$ cat src/rtl/mc_pkg.sv
// Shared encodings for the multicycle MIPS main control unit: states, opcodes,
// aluop values and datapath mux selects. MC_IMM_OPS_EN adds the immediate-op states.
package mc_pkg;

  localparam int OP_W    = 6;
  localparam int ALUOP_W = 3;

  localparam logic [OP_W-1:0] OP_RTYPE = 6'b000000;
  localparam logic [OP_W-1:0] OP_LW    = 6'b100011;
  localparam logic [OP_W-1:0] OP_SW    = 6'b101011;
  localparam logic [OP_W-1:0] OP_BEQ   = 6'b000100;
  localparam logic [OP_W-1:0] OP_J     = 6'b000010;
  localparam logic [OP_W-1:0] OP_ADDI  = 6'b001000;
  localparam logic [OP_W-1:0] OP_ANDI  = 6'b001100;
  localparam logic [OP_W-1:0] OP_ORI   = 6'b001101;

  localparam logic [ALUOP_W-1:0] ALUOP_ADD   = 3'b000;
  localparam logic [ALUOP_W-1:0] ALUOP_SUB   = 3'b001;
  localparam logic [ALUOP_W-1:0] ALUOP_FUNCT = 3'b010;
  localparam logic [ALUOP_W-1:0] ALUOP_OR    = 3'b011;
  localparam logic [ALUOP_W-1:0] ALUOP_AND   = 3'b100;

  localparam logic [1:0] ASRCB_REG   = 2'b00;
  localparam logic [1:0] ASRCB_FOUR  = 2'b01;
  localparam logic [1:0] ASRCB_IMM   = 2'b10;
  localparam logic [1:0] ASRCB_BRIMM = 2'b11;

  localparam logic [1:0] PCSRC_ALU    = 2'b00;
  localparam logic [1:0] PCSRC_ALUOUT = 2'b01;
  localparam logic [1:0] PCSRC_JUMP   = 2'b10;

  typedef enum logic [3:0] {
    S_FETCH,
    S_DECODE,
    S_MEMADR,
    S_MEMRD,
    S_MEMWB,
    S_MEMWR,
    S_RTYPE_EX,
    S_RTYPE_WB,
    S_BEQ_EX,
    S_JUMP
`ifdef MC_IMM_OPS_EN
    ,
    S_IMM_EX,
    S_IMM_WB
`endif
  } state_t;

  typedef struct packed {
    logic               pcwrite;
    logic               pcwritecond;
    logic               iord;
    logic               memread;
    logic               memwrite;
    logic               irwrite;
    logic               memtoreg;
    logic               regdst;
    logic               regwrite;
    logic               alusrca;
    logic [1:0]         alusrcb;
    logic [1:0]         pcsource;
    logic [ALUOP_W-1:0] aluop;
  } ctrl_t;

endpackage

$ cat src/rtl/mc_ctrl_decode.sv
// State to control-word mapping for mc_ctrl_fsm; purely combinational, zero latency.
// mem_ready gates only the FETCH irwrite/pcwrite strobes; MC_IMM_OPS_EN adds IMM_EX/IMM_WB.
module mc_ctrl_decode
  import mc_pkg::*;
(
`ifdef MC_IMM_OPS_EN
  input  logic [ALUOP_W-1:0] imm_aluop,
`endif
  input  state_t             state,
  input  logic               mem_ready,
  output ctrl_t              ctrl
);

  always_comb begin
    ctrl = '0;
    case (state)
      S_FETCH: begin
        ctrl.memread  = 1'b1;
        ctrl.alusrcb  = ASRCB_FOUR;
        ctrl.aluop    = ALUOP_ADD;
        ctrl.pcsource = PCSRC_ALU;
        ctrl.irwrite  = mem_ready;
        ctrl.pcwrite  = mem_ready;
      end
      S_DECODE: begin
        // branch target precomputed while the opcode is decoded
        ctrl.alusrcb = ASRCB_BRIMM;
        ctrl.aluop   = ALUOP_ADD;
      end
      S_MEMADR: begin
        ctrl.alusrca = 1'b1;
        ctrl.alusrcb = ASRCB_IMM;
        ctrl.aluop   = ALUOP_ADD;
      end
      S_MEMRD: begin
        ctrl.memread = 1'b1;
        ctrl.iord    = 1'b1;
      end
      S_MEMWB: begin
        ctrl.regwrite = 1'b1;
        ctrl.memtoreg = 1'b1;
      end
      S_MEMWR: begin
        ctrl.memwrite = 1'b1;
        ctrl.iord     = 1'b1;
      end
      S_RTYPE_EX: begin
        ctrl.alusrca = 1'b1;
        ctrl.alusrcb = ASRCB_REG;
        ctrl.aluop   = ALUOP_FUNCT;
      end
      S_RTYPE_WB: begin
        ctrl.regwrite = 1'b1;
        ctrl.regdst   = 1'b1;
      end
      S_BEQ_EX: begin
        ctrl.alusrca     = 1'b1;
        ctrl.alusrcb     = ASRCB_REG;
        ctrl.aluop       = ALUOP_SUB;
        ctrl.pcwritecond = 1'b1;
        ctrl.pcsource    = PCSRC_ALUOUT;
      end
      S_JUMP: begin
        ctrl.pcwrite  = 1'b1;
        ctrl.pcsource = PCSRC_JUMP;
      end
`ifdef MC_IMM_OPS_EN
      S_IMM_EX: begin
        ctrl.alusrca = 1'b1;
        ctrl.alusrcb = ASRCB_IMM;
        ctrl.aluop   = imm_aluop;
      end
      S_IMM_WB: begin
        ctrl.regwrite = 1'b1;
      end
`endif
      default: ;
    endcase
  end

endmodule

$ cat src/rtl/mc_ctrl_fsm.sv
// Multicycle MIPS main control FSM: lw 5, sw/R/imm 4, beq/j 3 cycles, +1 per memory wait.
// Holds FETCH/MEMRD/MEMWR until mem_ready; MC_IMM_OPS_EN enables addi/andi/ori.
module mc_ctrl_fsm
  import mc_pkg::*;
(
  input  logic               clk,
  input  logic               rst,
  input  logic [OP_W-1:0]    op,
  input  logic               mem_ready,
  input  logic               zero,
  output logic               pcwrite,
  output logic               pcwritecond,
  output logic               iord,
  output logic               memread,
  output logic               memwrite,
  output logic               irwrite,
  output logic               memtoreg,
  output logic               regdst,
  output logic               regwrite,
  output logic               alusrca,
  output logic [1:0]         alusrcb,
  output logic [1:0]         pcsource,
  output logic [ALUOP_W-1:0] aluop,
  output logic               illegal_op
);

  state_t state, state_d;
  logic   illegal;
  ctrl_t  ctrl, ctrl_q;

  // zero qualifies pcwritecond inside the datapath, not here
  logic unused_zero;
  assign unused_zero = zero;

  always_ff @(posedge clk) begin
    if (rst) state <= S_FETCH;
    else     state <= state_d;
  end

`ifdef MC_IMM_OPS_EN
  logic [ALUOP_W-1:0] imm_aluop;

  always_ff @(posedge clk) begin
    if (rst) begin
      imm_aluop <= ALUOP_ADD;
    end else if (state == S_DECODE) begin
      case (op)
        OP_ANDI: imm_aluop <= ALUOP_AND;
        OP_ORI:  imm_aluop <= ALUOP_OR;
        default: imm_aluop <= ALUOP_ADD;
      endcase
    end
  end
`endif

  always_comb begin
    state_d = state;
    illegal = 1'b0;
    case (state)
      S_FETCH: if (mem_ready) state_d = S_DECODE;
      S_DECODE: begin
        case (op)
          OP_LW, OP_SW: state_d = S_MEMADR;
          OP_RTYPE:     state_d = S_RTYPE_EX;
          OP_BEQ:       state_d = S_BEQ_EX;
          OP_J:         state_d = S_JUMP;
`ifdef MC_IMM_OPS_EN
          OP_ADDI, OP_ANDI, OP_ORI: state_d = S_IMM_EX;
`endif
          default: begin
            illegal = 1'b1;
            state_d = S_FETCH;
          end
        endcase
      end
      S_MEMADR:   state_d = (op == OP_SW) ? S_MEMWR : S_MEMRD;
      S_MEMRD:    if (mem_ready) state_d = S_MEMWB;
      S_MEMWR:    if (mem_ready) state_d = S_FETCH;
      S_RTYPE_EX: state_d = S_RTYPE_WB;
`ifdef MC_IMM_OPS_EN
      S_IMM_EX:   state_d = S_IMM_WB;
`endif
      default:    state_d = S_FETCH;
    endcase
  end

  mc_ctrl_decode u_decode (
`ifdef MC_IMM_OPS_EN
    .imm_aluop (imm_aluop),
`endif
    .state     (state),
    .mem_ready (mem_ready),
    .ctrl      (ctrl)
  );

  // reset forces every strobe low so an aborted instruction writes nothing
  assign ctrl_q      = rst ? '0 : ctrl;
  assign illegal_op  = ~rst & illegal;

  assign pcwrite     = ctrl_q.pcwrite;
  assign pcwritecond = ctrl_q.pcwritecond;
  assign iord        = ctrl_q.iord;
  assign memread     = ctrl_q.memread;
  assign memwrite    = ctrl_q.memwrite;
  assign irwrite     = ctrl_q.irwrite;
  assign memtoreg    = ctrl_q.memtoreg;
  assign regdst      = ctrl_q.regdst;
  assign regwrite    = ctrl_q.regwrite;
  assign alusrca     = ctrl_q.alusrca;
  assign alusrcb     = ctrl_q.alusrcb;
  assign pcsource    = ctrl_q.pcsource;
  assign aluop       = ctrl_q.aluop;

endmodule

$ cat config.mk
export PLATFORM = sky130hd
export DESIGN_NAME = mc_ctrl_fsm
export DESIGN_NICKNAME = d
export VERILOG_FILES = /design/src/rtl/mc_pkg.sv /design/src/rtl/mc_ctrl_decode.sv /design/src/rtl/mc_ctrl_fsm.sv
export SDC_FILE = /design/constraint.sdc
export NUM_CORES = 1
export LEC_CHECK = 0
export ABC_CLOCK_PERIOD_IN_PS = 1300
export BUFFER_PORTS_ARGS = -buffer_cell sky130_fd_sc_hd__buf_2
export CORE_AREA = 2 2 39 41
export DETAILED_ROUTE_END_ITERATION = 6
export DIE_AREA = 0 0 41 43
export GPL_ROUTABILITY_DRIVEN = 0
export HOLD_SLACK_MARGIN = 0.15
export PLACE_DENSITY = 0.72
export SLEW_MARGIN = 40
export SYNTH_ARGS = -nofsm -noshare
export SYNTH_HDL_FRONTEND = slang
export SYNTH_SLANG_ARGS = --single-unit
$ cat constraint.sdc
create_clock -name clk -period 1.3 [get_ports clk]
set_clock_uncertainty 0.2 [all_clocks]
set_input_delay 0.065 -clock clk [delete_from_list [all_inputs] [get_ports clk]]
set_output_delay 0.065 -clock clk [all_outputs]
set_load 0.02 [all_outputs]
==> impl_metrics.yaml <==
outcome:
  status: "complete, but fails checks"
  violated_checks: "negative hold slack, negative setup slack"
synthesis:
  synth-simple-area-share_pct: 47.48
  edff_count_synth: 0
  yosys.cell_count.top_type: "nor3_1"
  synth.yosys.warnings: 0
  synth_largest_area_cell: "dfxtp_1"
  syn_area_um2: 471.7
  synth_top_area_share_pct: 16.98
  yosys.cell_types.count: 32
  post_synth_top_cells: "nor3_1, nand2_1, nor2_1"
  synthesis.area_per_instance_um2: 6.739
  synth_xor_xnor_area_share_pct: 3.714
  yosys_most_used_dff: "dfxtp_1"
  ys_seq_elements: 4
  synth_top_family_by_area: "simple AND/OR/NAND/NOR gates"
  register_area_share_after_synthesis_pct: 16.98
  ys_async_sr_fraction_pct: 0
  synth_area_leaders: "dfxtp_1, nor3_1, nand2b_1, nand2_1, buf_6"
  multiplexer_fraction_of_the_synthesized_cell_area_pct: 4.509
  syn_nets: 80
  synth-compound-area-share_pct: 14.85
  post_synth_fa_ha_maj_area_fraction_pct: 0
  synthesis.instances: 70
sta:
  max_clock_freq_ghz: 0.6304
  timing.final.crit_period_ns: 1.586
  report.final.slew_viol_count: 0
  finalSetupViolations: 20
  hold_ws_ns: -0.06925
  finalHoldViolCount: 2
  rsz0062_at_grt: "true"
  finalWorstSetupSlack_ns: -0.2864
  final_min_period_over_clock_period_pct: 122.0
detailed_routing:
  post_drt_wl_per_cell_um: 12.63
  route.detailed.vias_per_inst: 5.224
  final_antenna_net_count: 0
  firstDrtPassIters: 3
  drt_drc_violations_left: 0
  dr_total_vias: 700
  wl_um: 1692
  drt_iter0_markers: 8
global_route:
  globalRouteOverflowTotal: 0
  grt_pass1_wl_um: 2497
  pin_count_of_the_biggest_net_entering_global_routing: 10
  grt_pass1_vias: 604
  global_route.usage.total_pct: 21.21
  number_of_antenna_violations_at_the_first_check_in_global_routing: 0
clock_network:
  cts-buffers-inserted: 3
  cts.hold.buffers_added: 2
  clockRootBuffer: "clkbuf_4"
  tritoncts_clock_tree: "yes"
  clk_path_buf_depth: 2
  clkSinkCount: 4
  clock_latency_ns: 0.26
  clock_slew_at_reported_path_ffs_ns: 0.04
  cts_h_tree_depth: 1
placement:
  place.detailed.hpwl_um: 1140
  io_buf_count: 25
  dp_slack_ns: -0.1003
final_layout:
  post_route_cells_drive_above_1_share_pct: 68.64
  nets: 129
  final_core_util_pct: 78.84
  largest-register: "state"
  antenna_cells_inserted: 0
  reg_top3: "state: 4 flops"
  largest_register_ff_count: 4
  area_growth_pct: 131.3
worst_setup_path:
  crit_family: "simple AND/OR/NAND/NOR gates"
  path_cells: "or2_4 -> buf_12 -> nor3b_4 -> buf_6"
  worst_ep_arrival_time_ns: 1.32
  number_of_buffer_and_inverter_stages_on_the_critical_path: 2
  setup.worst_path.end_class: "primary output"
  critPathSlowestCell: "dfxtp_4"
  regToRegSetupSlack_ns: -0.12
  path_max_fanout: 5
  critical_path_required_ns: 1.03
  cp-start-kind: "flip-flop"
  cp_slowest_stage_delay_ns: 0.35
  setup.worst_path.class: "reg2out"
power:
  pwr-share-comb_pct: 39.6
  p_switching_w: 0.0001843
  share_clk_of_total_power_pct: 36.9
  sw_frac_of_total_pct: 35.25
  power.leakage_nw: 0.4628
  sequential_group_share_of_total_power_pct: 23.5
  power.internal_w: 0.0003386
  power_density_over_the_cells_mw_per_mm2: 479.3
  ir_worst_vdd_uv: 433.7
die:
  die_h_um: 43
  die_area_mm2: 0.001763
  placeableCoreArea_mm2: 0.001384
  initial_utilization_pct: 34.09
  boundaryPins: 28
  num_rows: 14
  chipWidth_um: 41
min_path:
  min-delay-path-class: "in2reg"
flow_run:
  drv_cap: 0
==> repair_timing <==
action | CTS | global route
pin swaps | 11 | 8
endpoints found under the setup margin | 21 | 21
endpoints found under the hold margin | 4 | 4
buffers inserted | 5 | 3
resized for setup | 31 | 11
==> placed cells by master (no fill, tap or decap), types with 2 or more instances in the layout <==
cell type,synthesis,final
nor4_4,0,2
nor3_1,10,2
nand2_1,7,5
nor3_4,0,4
clkbuf_4,0,3
buf_12,0,3
buf_4,2,27
or2_4,0,2
buf_6,2,7
buf_2,2,12
nand2b_4,0,2
o22ai_1,2,2
dfxtp_4,0,4
nand2b_1,5,3
a21oi_1,3,2
nor3_2,0,4
nor2_1,6,4
==> layout make-up <==
| type | instances | area, µm² |
|---|---|---|
| multi-input combinational | 58 | 521.8 |
| sequential | 4 | 95.09 |
| fill | 104 | 292.8 |
| inverter | 1 | 3.754 |
| timing repair buffer | 51 | 424.2 |
| tap | 16 | 20.02 |
| clock buffer | 4 | 26.28 |
==> worst reg2reg max path: stages, from the launching register on <==
cell and delay [ns]:
dfxtp_4 0.35, or4b_1 0.46, o21ai_1 0.13, nand2_1 0.06, a31oi_1 0.14
==> power groups by stage <==
stage | logic, W | registers [W] | clock network [W]
after global placement | 0.000154 | 0.000129 | 0
after CTS | 0.000182 | 0.000123 | 0.000190
after global routing | 0.000223 | 0.000123 | 0.000198
final | 0.000207 | 0.000123 | 0.000193
after floorplan | 0.0000974 | 0.000131 | 0
after detailed placement | 0.000156 | 0.000130 | 0
==> metrics by stage <==
step	total power [W]	TNS (ns)	hold slack, ns	area, µm²	std cells
final	0.0005230	-4.199	-0.06925	1091	134
after global routing	0.0005443	-5.242	-0.03357	1091	134
after CTS	0.0004944	-4.076	-0.07952	997.2	131
after detailed placement	0.0002861	-0.5439	0.1724	810.8	120
after global placement	0.0002830	-0.5361	0.1783	810.8	120
after floorplan	0.0002283	-0.2849	-0.06623	594.3	70
==> path summary, 6_finish.rpt <==
path	startpoint	endpoint	cells after the start
hold reg to reg	state[3]	state[3]	3
hold / removal	op[0]	state[3]	3
setup / recovery	state[3]	memread	4
setup reg to reg	state[0]	state[2]	4
==> logic make-up after synthesis <==
family | count (synthesis)
other cells | 1
xor+xnor | 2
mux | 2
simple gates | 42
buf+inv | 8
flops | 4
compound gates | 11
==> layer usage <==
metal | vias up | track usage [%] | share of wire (%)
li1 | 353 | - | -
met1 | 315 | 23.55 | 40
met2 | 27 | 35.31 | 52
met3 | 5 | 3.141 | 5.7
met4 | 0 | 12.67 | 2.4
met5 | - | 0 | 0
Power figures use the tool's default switching activity.
